==> src/rtl/bram_reg_access_gen.sv <==
// -----------------------------------------------------------------------------
// bram_reg_access_gen
//
// Makes one BRAM look like a block of 32-bit registers on a daisy-chained
// register ring. Each BRAM word is split into N = ceil(BRAM_DATA_WIDTH/32)
// 32-bit lanes. Lane writes go into a shadow word. Writing 32'h1 to lane N
// commits the shadow word to the addressed BRAM entry. A read of lane < N
// fetches the entry from the BRAM and returns the selected lane. A read of
// lane N returns the number of BRAM handshakes that timed out.
//
// Ring address layout (MSB to LSB):
//   {tag[TAG_WIDTH], unused, entry[BRAM_ADDR_WIDTH], lane[L]}
//
// Ports:
//   clk, reset               clock; synchronous active-high reset
//   reg_*_in                 ring request arriving from upstream
//   reg_*_out                registered ring request passed downstream
//   wr_req/wr_addr/wr_data   BRAM write request, completed by wr_ack
//   rd_req/rd_addr           BRAM read request
//   rd_ack/rd_valid/rd_data  read accepted / read data valid, with the data
// -----------------------------------------------------------------------------
module bram_reg_access_gen #(
  parameter int                   UDP_REG_SRC_WIDTH = 2,
  parameter int                   REG_ADDR_WIDTH    = 23,
  parameter int                   TAG_WIDTH         = 10,
  parameter logic [TAG_WIDTH-1:0] TAG_ADDR          = 10'h025,
  parameter int                   BRAM_ADDR_WIDTH   = 10,
  parameter int                   BRAM_DATA_WIDTH   = 72,
  parameter int                   TIMEOUT_CYCLES    = 255
) (
  input  logic                         clk,
  input  logic                         reset,

  input  logic                         reg_req_in,
  input  logic                         reg_ack_in,
  input  logic                         reg_rd_wr_L_in,
  input  logic [REG_ADDR_WIDTH-1:0]    reg_addr_in,
  input  logic [31:0]                  reg_data_in,
  input  logic [UDP_REG_SRC_WIDTH-1:0] reg_src_in,

  output logic                         reg_req_out,
  output logic                         reg_ack_out,
  output logic                         reg_rd_wr_L_out,
  output logic [REG_ADDR_WIDTH-1:0]    reg_addr_out,
  output logic [31:0]                  reg_data_out,
  output logic [UDP_REG_SRC_WIDTH-1:0] reg_src_out,

  output logic                         wr_req,
  output logic [BRAM_ADDR_WIDTH-1:0]   wr_addr,
  output logic [BRAM_DATA_WIDTH-1:0]   wr_data,
  input  logic                         wr_ack,

  output logic                         rd_req,
  output logic [BRAM_ADDR_WIDTH-1:0]   rd_addr,
  input  logic [BRAM_DATA_WIDTH-1:0]   rd_data,
  input  logic                         rd_ack,
  input  logic                         rd_valid
);

  localparam int N = (BRAM_DATA_WIDTH + 31) / 32;
  localparam int L = $clog2(N + 1);

  typedef enum logic [1:0] {IDLE, WRITE, READ, DONE} state_t;

  typedef struct packed {
    logic                         req;
    logic                         ack;
    logic                         rd_wr_L;
    logic [REG_ADDR_WIDTH-1:0]    addr;
    logic [31:0]                  data;
    logic [UDP_REG_SRC_WIDTH-1:0] src;
  } ring_t;

  state_t                       state_q, state_n;
  ring_t                        ring_in, ring_q, ring_n;
  ring_t                        held_q, held_n;
  ring_t                        echo, resp;
  logic [BRAM_DATA_WIDTH-1:0]   shadow_q, shadow_n, shadow_wr;
  logic                         wr_req_n, rd_req_n;
  logic [BRAM_ADDR_WIDTH-1:0]   wr_addr_n, rd_addr_n;
  logic [BRAM_DATA_WIDTH-1:0]   wr_data_n;
  logic [15:0]                  wd_q, wd_n;
  logic [15:0]                  tmo_q, tmo_n;
  logic [31:0]                  rd_word;

  logic                         hit;
  logic [L-1:0]                 lane_in, held_lane;
  logic [BRAM_ADDR_WIDTH-1:0]   entry_in;
  logic                         wd_expired;

  assign ring_in = '{req: reg_req_in, ack: reg_ack_in, rd_wr_L: reg_rd_wr_L_in,
                     addr: reg_addr_in, data: reg_data_in, src: reg_src_in};

  assign lane_in    = reg_addr_in[L-1:0];
  assign entry_in   = reg_addr_in[L+BRAM_ADDR_WIDTH-1:L];
  assign held_lane  = held_q.addr[L-1:0];
  assign hit        = reg_req_in && !reg_ack_in &&
                      (reg_addr_in[REG_ADDR_WIDTH-1 -: TAG_WIDTH] == TAG_ADDR);
  assign wd_expired = (wd_q == 16'(TIMEOUT_CYCLES - 1));

  // Incoming request answered in place, and the captured request answered
  // after the BRAM handshake.
  always_comb begin
    echo     = ring_in;
    echo.ack = 1'b1;
    resp     = held_q;
    resp.req = 1'b1;
    resp.ack = 1'b1;
  end

  // Lane insert into the shadow word and lane extract from read data.
  // Working bit by bit truncates the top lane to the real word width.
  always_comb begin
    shadow_wr = shadow_q;
    rd_word   = '0;
    for (int b = 0; b < BRAM_DATA_WIDTH; b++) begin
      if (lane_in == L'(b / 32))   shadow_wr[b]      = reg_data_in[b % 32];
      if (held_lane == L'(b / 32)) rd_word[b % 32]   = rd_data[b];
    end
  end

  // NOTE: every variable gets a default before the case statement, so no
  // path through this block can leave a value unassigned and infer a latch.
  always_comb begin
    state_n   = state_q;
    ring_n    = '0;
    held_n    = held_q;
    shadow_n  = shadow_q;
    wr_req_n  = wr_req;
    wr_addr_n = wr_addr;
    wr_data_n = wr_data;
    rd_req_n  = rd_req;
    rd_addr_n = rd_addr;
    wd_n      = wd_q;
    tmo_n     = tmo_q;

    case (state_q)
      IDLE: begin
        if (hit) begin
          if (!reg_rd_wr_L_in) begin
            if (lane_in < L'(N)) begin
              shadow_n = shadow_wr;
              ring_n   = echo;
            end else if (lane_in == L'(N) && reg_data_in == 32'h1) begin
              held_n    = ring_in;
              wr_req_n  = 1'b1;
              wr_addr_n = entry_in;
              wr_data_n = shadow_q;
              wd_n      = '0;
              state_n   = WRITE;
            end else begin
              ring_n = echo;
            end
          end else begin
            if (lane_in < L'(N)) begin
              held_n    = ring_in;
              rd_req_n  = 1'b1;
              rd_addr_n = entry_in;
              wd_n      = '0;
              state_n   = READ;
            end else if (lane_in == L'(N)) begin
              ring_n      = echo;
              ring_n.data = {tmo_q, 16'h0};
            end else begin
              ring_n = echo;
            end
          end
        end else if (reg_req_in) begin
          // Foreign or already-acknowledged request: forward untouched.
          ring_n = ring_in;
        end
      end

      WRITE: begin
        if (wr_ack) begin
          wr_req_n = 1'b0;
          ring_n   = resp;
          state_n  = DONE;
        end else if (wd_expired) begin
          wr_req_n    = 1'b0;
          ring_n      = resp;
          ring_n.data = 32'hDEADBEEF;
          tmo_n       = (tmo_q == 16'hFFFF) ? tmo_q : tmo_q + 16'd1;
          state_n     = IDLE;
        end else begin
          wd_n = wd_q + 16'd1;
        end
      end

      READ: begin
        // rd_valid completes the read whether or not rd_ack was ever seen.
        if (rd_valid) begin
          rd_req_n    = 1'b0;
          ring_n      = resp;
          ring_n.data = rd_word;
          state_n     = IDLE;
        end else if (wd_expired) begin
          rd_req_n    = 1'b0;
          ring_n      = resp;
          ring_n.data = 32'hDEADBEEF;
          tmo_n       = (tmo_q == 16'hFFFF) ? tmo_q : tmo_q + 16'd1;
          state_n     = IDLE;
        end else begin
          wd_n = wd_q + 16'd1;
          if (rd_ack) rd_req_n = 1'b0;
        end
      end

      // One settling cycle after the write acknowledge has gone out.
      DONE: state_n = IDLE;

      default: state_n = IDLE;
    endcase
  end

  // NOTE: state is updated with non-blocking assignments only, so every
  // register samples the values from before this clock edge.
  always_ff @(posedge clk) begin
    if (reset) begin
      state_q  <= IDLE;
      ring_q   <= '0;
      held_q   <= '0;
      // NOTE: the shadow word is register state rather than RAM, so it is
      // cleared here along with everything else.
      shadow_q <= '0;
      wr_req   <= 1'b0;
      wr_addr  <= '0;
      wr_data  <= '0;
      rd_req   <= 1'b0;
      rd_addr  <= '0;
      wd_q     <= '0;
      tmo_q    <= '0;
    end else begin
      state_q  <= state_n;
      ring_q   <= ring_n;
      held_q   <= held_n;
      shadow_q <= shadow_n;
      wr_req   <= wr_req_n;
      wr_addr  <= wr_addr_n;
      wr_data  <= wr_data_n;
      rd_req   <= rd_req_n;
      rd_addr  <= rd_addr_n;
      wd_q     <= wd_n;
      tmo_q    <= tmo_n;
    end
  end

  assign reg_req_out     = ring_q.req;
  assign reg_ack_out     = ring_q.ack;
  assign reg_rd_wr_L_out = ring_q.rd_wr_L;
  assign reg_addr_out    = ring_q.addr;
  assign reg_data_out    = ring_q.data;
  assign reg_src_out     = ring_q.src;

endmodule

==> config.mk <==
export PLATFORM = sky130hd
export DESIGN_NAME = bram_reg_access_gen
export DESIGN_NICKNAME = d
export VERILOG_FILES = /design/src/rtl/bram_reg_access_gen.sv
export SDC_FILE = /design/constraint.sdc
export NUM_CORES = 1
export LEC_CHECK = 0
export ABC_AREA = 1
export ABC_CLOCK_PERIOD_IN_PS = 4300
export CAP_MARGIN = 10
export CORE_ASPECT_RATIO = 0.8
export CORE_MARGIN = 2
export CORE_UTILIZATION = 45
export CTS_CLUSTER_DIAMETER = 100
export CTS_CLUSTER_SIZE = 25
export DETAILED_ROUTE_END_ITERATION = 8
export DONT_BUFFER_PORTS = 1
export GPL_TIMING_DRIVEN = 0
export PLACE_DENSITY_LB_ADDON = 0.08
export SLEW_MARGIN = 20
export SYNTH_ARGS = -nofsm -noshare
export SYNTH_HDL_FRONTEND = slang
export SYNTH_SLANG_ARGS = --single-unit
==> constraint.sdc <==
create_clock -name clk -period 4.3 [get_ports clk]
set_input_delay 0.215 -clock clk [delete_from_list [all_inputs] [get_ports clk]]
set_output_delay 0.215 -clock clk [all_outputs]
set_load 0.05 [all_outputs]
==> impl_results.md <==
- P_sw: 2.13 mW
- Highest cell delay on the worst timing path: 0.38 ns
- Synth Area in Simple Gates: 21.8%
- Outcome: completed
- Initial core utilization: 46.0%
- Switching part of the total: 34.3%
- DP Area: 14,100 sq um
- Hold WC Path Type: in2reg
- Main combinational cell family by area after synthesis: simple AND/OR/NAND/NOR gates
- Hold endpoint: reg_data_out[30]
- Final Setup Violations: 0
- CP max stage cell: dfxtp_1
- Netlist cell types: 38
- Io pins: 291
- Leakage power total: 5.58 nW
- Final Max Slew Viols: 0
- Layout cells sized above 1: 4.34%
- Worst R2R Path Depth: 11
- WP buf/inv: 5
- Reg2Reg Launch Point: state_q[0]
- Area growth syn-to-layout: 11.4%
- Worst reg-to-reg setup slack: 1.78 ns
- GR Overflow Total: 0
- CP arrival: 2.98 ns
- DRC viols: 0
- Max-cap violation count: 0
- Fin Clk Skew: 0.0165 ns
- XOR/XNOR share of the synthesized area: 1.35%
- Detailed Place HPWL: 36,600 um
- Crit-path leading delay family: buffers and inverters
- Startpoint type of the worst setup path: flip-flop
- DR pass1 iterations: 7
- Post-CTS Setup Inserts: 0
- Mean routed wirelength per cell: 20.9 um
- R2r endpoint: wr_data[50]
- Min-delay src: reg_data_in[30]
- DRT iter0 DRCs: 1,337
- Post-layout minimum cycle time: 2.52 ns
- Most frequent CP cell: buf_2
- Root Buffer: clkbuf_16
- Final Hold Fails: 0
- Crit-path cells: inv_1, ha_1, buf_2, nand3_1, nor2_1, nand2_1, inv_2, buf_4, buf_2, o21ai_0, a21oi_1
- Layout Nets: 2,101
- Die height: 159 um
- Ys async rst share: 0%
- Final period util: 58.6%
- Core ar.: 29,500 sq um
- Compound-cell area share of the yosys netlist: 20.9%
- Detail Route Antenna Nets: 0
- CTS max path bufs: 3
- Row Count: 56
- Reg power frac: 55.2%
- Syn nets: 2,024
- First-pass GRT wire length: 73,900 um
- Combinational group share of total power: 17.3%
- Routability cong.: 0.947
- Die Wd: 198 um
- RSZ-0062 raised after global routing: false
- Synth Area in Adders: 0.737%
- Critical Path RT: 4.76 ns
- Mapped Cells: 1,879
- Die area: 31,600 sq um
- Crit. End Element: flip-flop
- Slew at the pin closest to its max-slew limit: 0.926 ns
- Pint: 4.08 mW
- Core Util, Final: 51.3%
- Crit path from: state_q[0]
- Hold path depth: 4
- Number of port buffers: 0
- Maximum VDD drop: 0.000312 V
- Design Area, Final: 15,100 sq um
- Crit-path max FO: 10
- Via count: 13,316
- Synthesized cell area: 13,600 sq um
- Routed vias/inst: 5.63
- Vias in the first global route: 12,164
- Total Routing Usage GR: 30.4%
- Warnings, synthesis: 0
- Clk_lat worst skew: 0.53 ns
- Initial antenna violation count: 1
- Clock power share: 27.5%
- Dominant synthesized flop cell: dfxtp_1
- Post-synthesis register bit count: 318
- Clock sinks: 318
- Pwr dens: 410 nW/um^2
- Largest net degree at the start of global routing: 26
- Routed WL: 49,500 um
- CTS HTree Levels: 1
- Register area share after synthesis: 46.9%
- Clk pin slew, worst setup/hold paths: 0.10 ns
- CTS tree: built
- CTS Buf Count: 16
- Slew Limit Headroom: 38.3%
- Number of flops mapped to enable cells by yosys: 0
- Crit Path Class: reg2reg
- Fmax: 397 MHz
- Total Neg Setup Slack: 0 ns
- Syn Area/Cell: 7.22 sq um
- Mux cell area share after synthesis: 0%
timing repair:
item / 4_1_cts / 5_1_grt
endpoints found under the hold margin: 176 / 0
hold buffers: 59 / 0
resized for setup: 0 / 0
worst max path at each step:
stage | endpoint | slack (ns) | cells after the start
after CTS | tmo_q[12] | 1.79 | 8
final | wr_data[50] | 1.78 | 11
after detailed placement | tmo_q[12] | 1.81 | 8
after global placement | tmo_q[14] | 1.83 | 8
after floorplan | tmo_q[11] | 2.40 | 8
after global routing | shadow_q[65] | 1.59 | 10
power by group through the flow:
stage                     clock network [mW]  registers (mW)  logic [mW]
after CTS                               1.74            3.42        1.05
final                                   1.71            3.42        1.07
after detailed placement                   0            3.49       0.974
after floorplan                            0            3.46       0.659
after global routing                    1.82            3.43        1.18
after global placement                     0            3.49       0.969
sequential cells by signal, summed over array words and instances (netlist names), 10 cells and up:
register,cells
wd_q,16
shadow_q,72
wr_addr,10
reg_data_out,32
reg_addr_out,23
tmo_q,16
held_q,56
wr_data,72
rd_addr,10
synthesized netlist by cell type, drive strengths merged, types with 16 or more instances:
library cell / number / area (sq um)
nor3: 26 / 135
a21oi: 298 / 1490
o21ai: 222 / 1110
dfxtp: 318 / 6370
nand4: 21 / 131
nor2: 233 / 880
inv: 152 / 571
clkbuf: 71 / 267
nand2: 287 / 1100
xor2: 16 / 140
nand3: 129 / 656
buf: 49 / 270
stage by stage:
| step | total power, mW | cells | hold WS [ns] | setup WS [ns] |
|---|---|---|---|---|
| CTS | 6.21 | 2363 | 0.00636 | 1.79 |
| global placement | 4.46 | 2285 | 0.354 | 1.83 |
| finish | 6.20 | 2364 | 0.0216 | 1.78 |
| detailed placement | 4.46 | 2285 | 0.360 | 1.81 |
| floorplan | 4.12 | 1879 | 0.350 | 2.40 |
| global route | 6.43 | 2364 | 0.0288 | 1.59 |
placed cells by master (no fill, tap or decap), drive strengths merged:
cell,count
o21a,4
nor2,233
ha,8
a31oi,1
xor2,16
o31ai,1
or2,3
nand4,21
o21ai,222
buf,49
nand2,287
a21oi,298
a22oi,8
nor3,26
diode,1
a41oi,1
xnor2,5
clkbuf,89
o211ai,1
clkinvlp,1
dlygate4sd3,59
inv,152
nand3,129
o21bai,1
o22ai,4
o221ai,3
clkinv,5
nor3b,1
and2,1
dfxtp,318
a22o,7
nand3b,3
worst register-to-register path, cell delays in order, from the launching register on:
cell	delay, ns
dfxtp_1	0.38
inv_1	0.11
ha_1	0.15
buf_2	0.22
nand3_1	0.33
nor2_1	0.24
nand2_1	0.17
inv_2	0.09
buf_4	0.19
buf_2	0.28
o21ai_0	0.15
a21oi_1	0.16
cell families (layout without fill, tap and decap cells):
group / after synthesis / count (layout)
AOI/OAI and AO/OA: 551 / 551
xor gates and xnor gates: 21 / 21
adders and majority gates: 8 / 8
buffers and inverters: 277 / 355
DFF: 318 / 318
other: 0 / 1
and+or+nand+nor: 704 / 704
final cells by class:
class | instances | area [sq um]
diodes | 1 | 2.50
plain buffers | 120 | 537
clock buffers | 18 | 439
clock inverters | 1 | 7.51
fillers | 3030 | 14400
inverters | 157 | 589
multi-input cells | 1284 | 6080
flip-flops and latches | 318 | 6370
well taps | 406 | 508
repair buffers | 59 | 591
layer usage:
layer	GRT usage [%]	share of wire [%]	up-vias
met1	44.8	46	6277
met4	8.61	2.9	0
li1	-	-	6363
met5	0	0	-
met2	44.7	42	594
met3	6.40	9.5	82
Note: power is estimated with default switching activity, not from simulation.
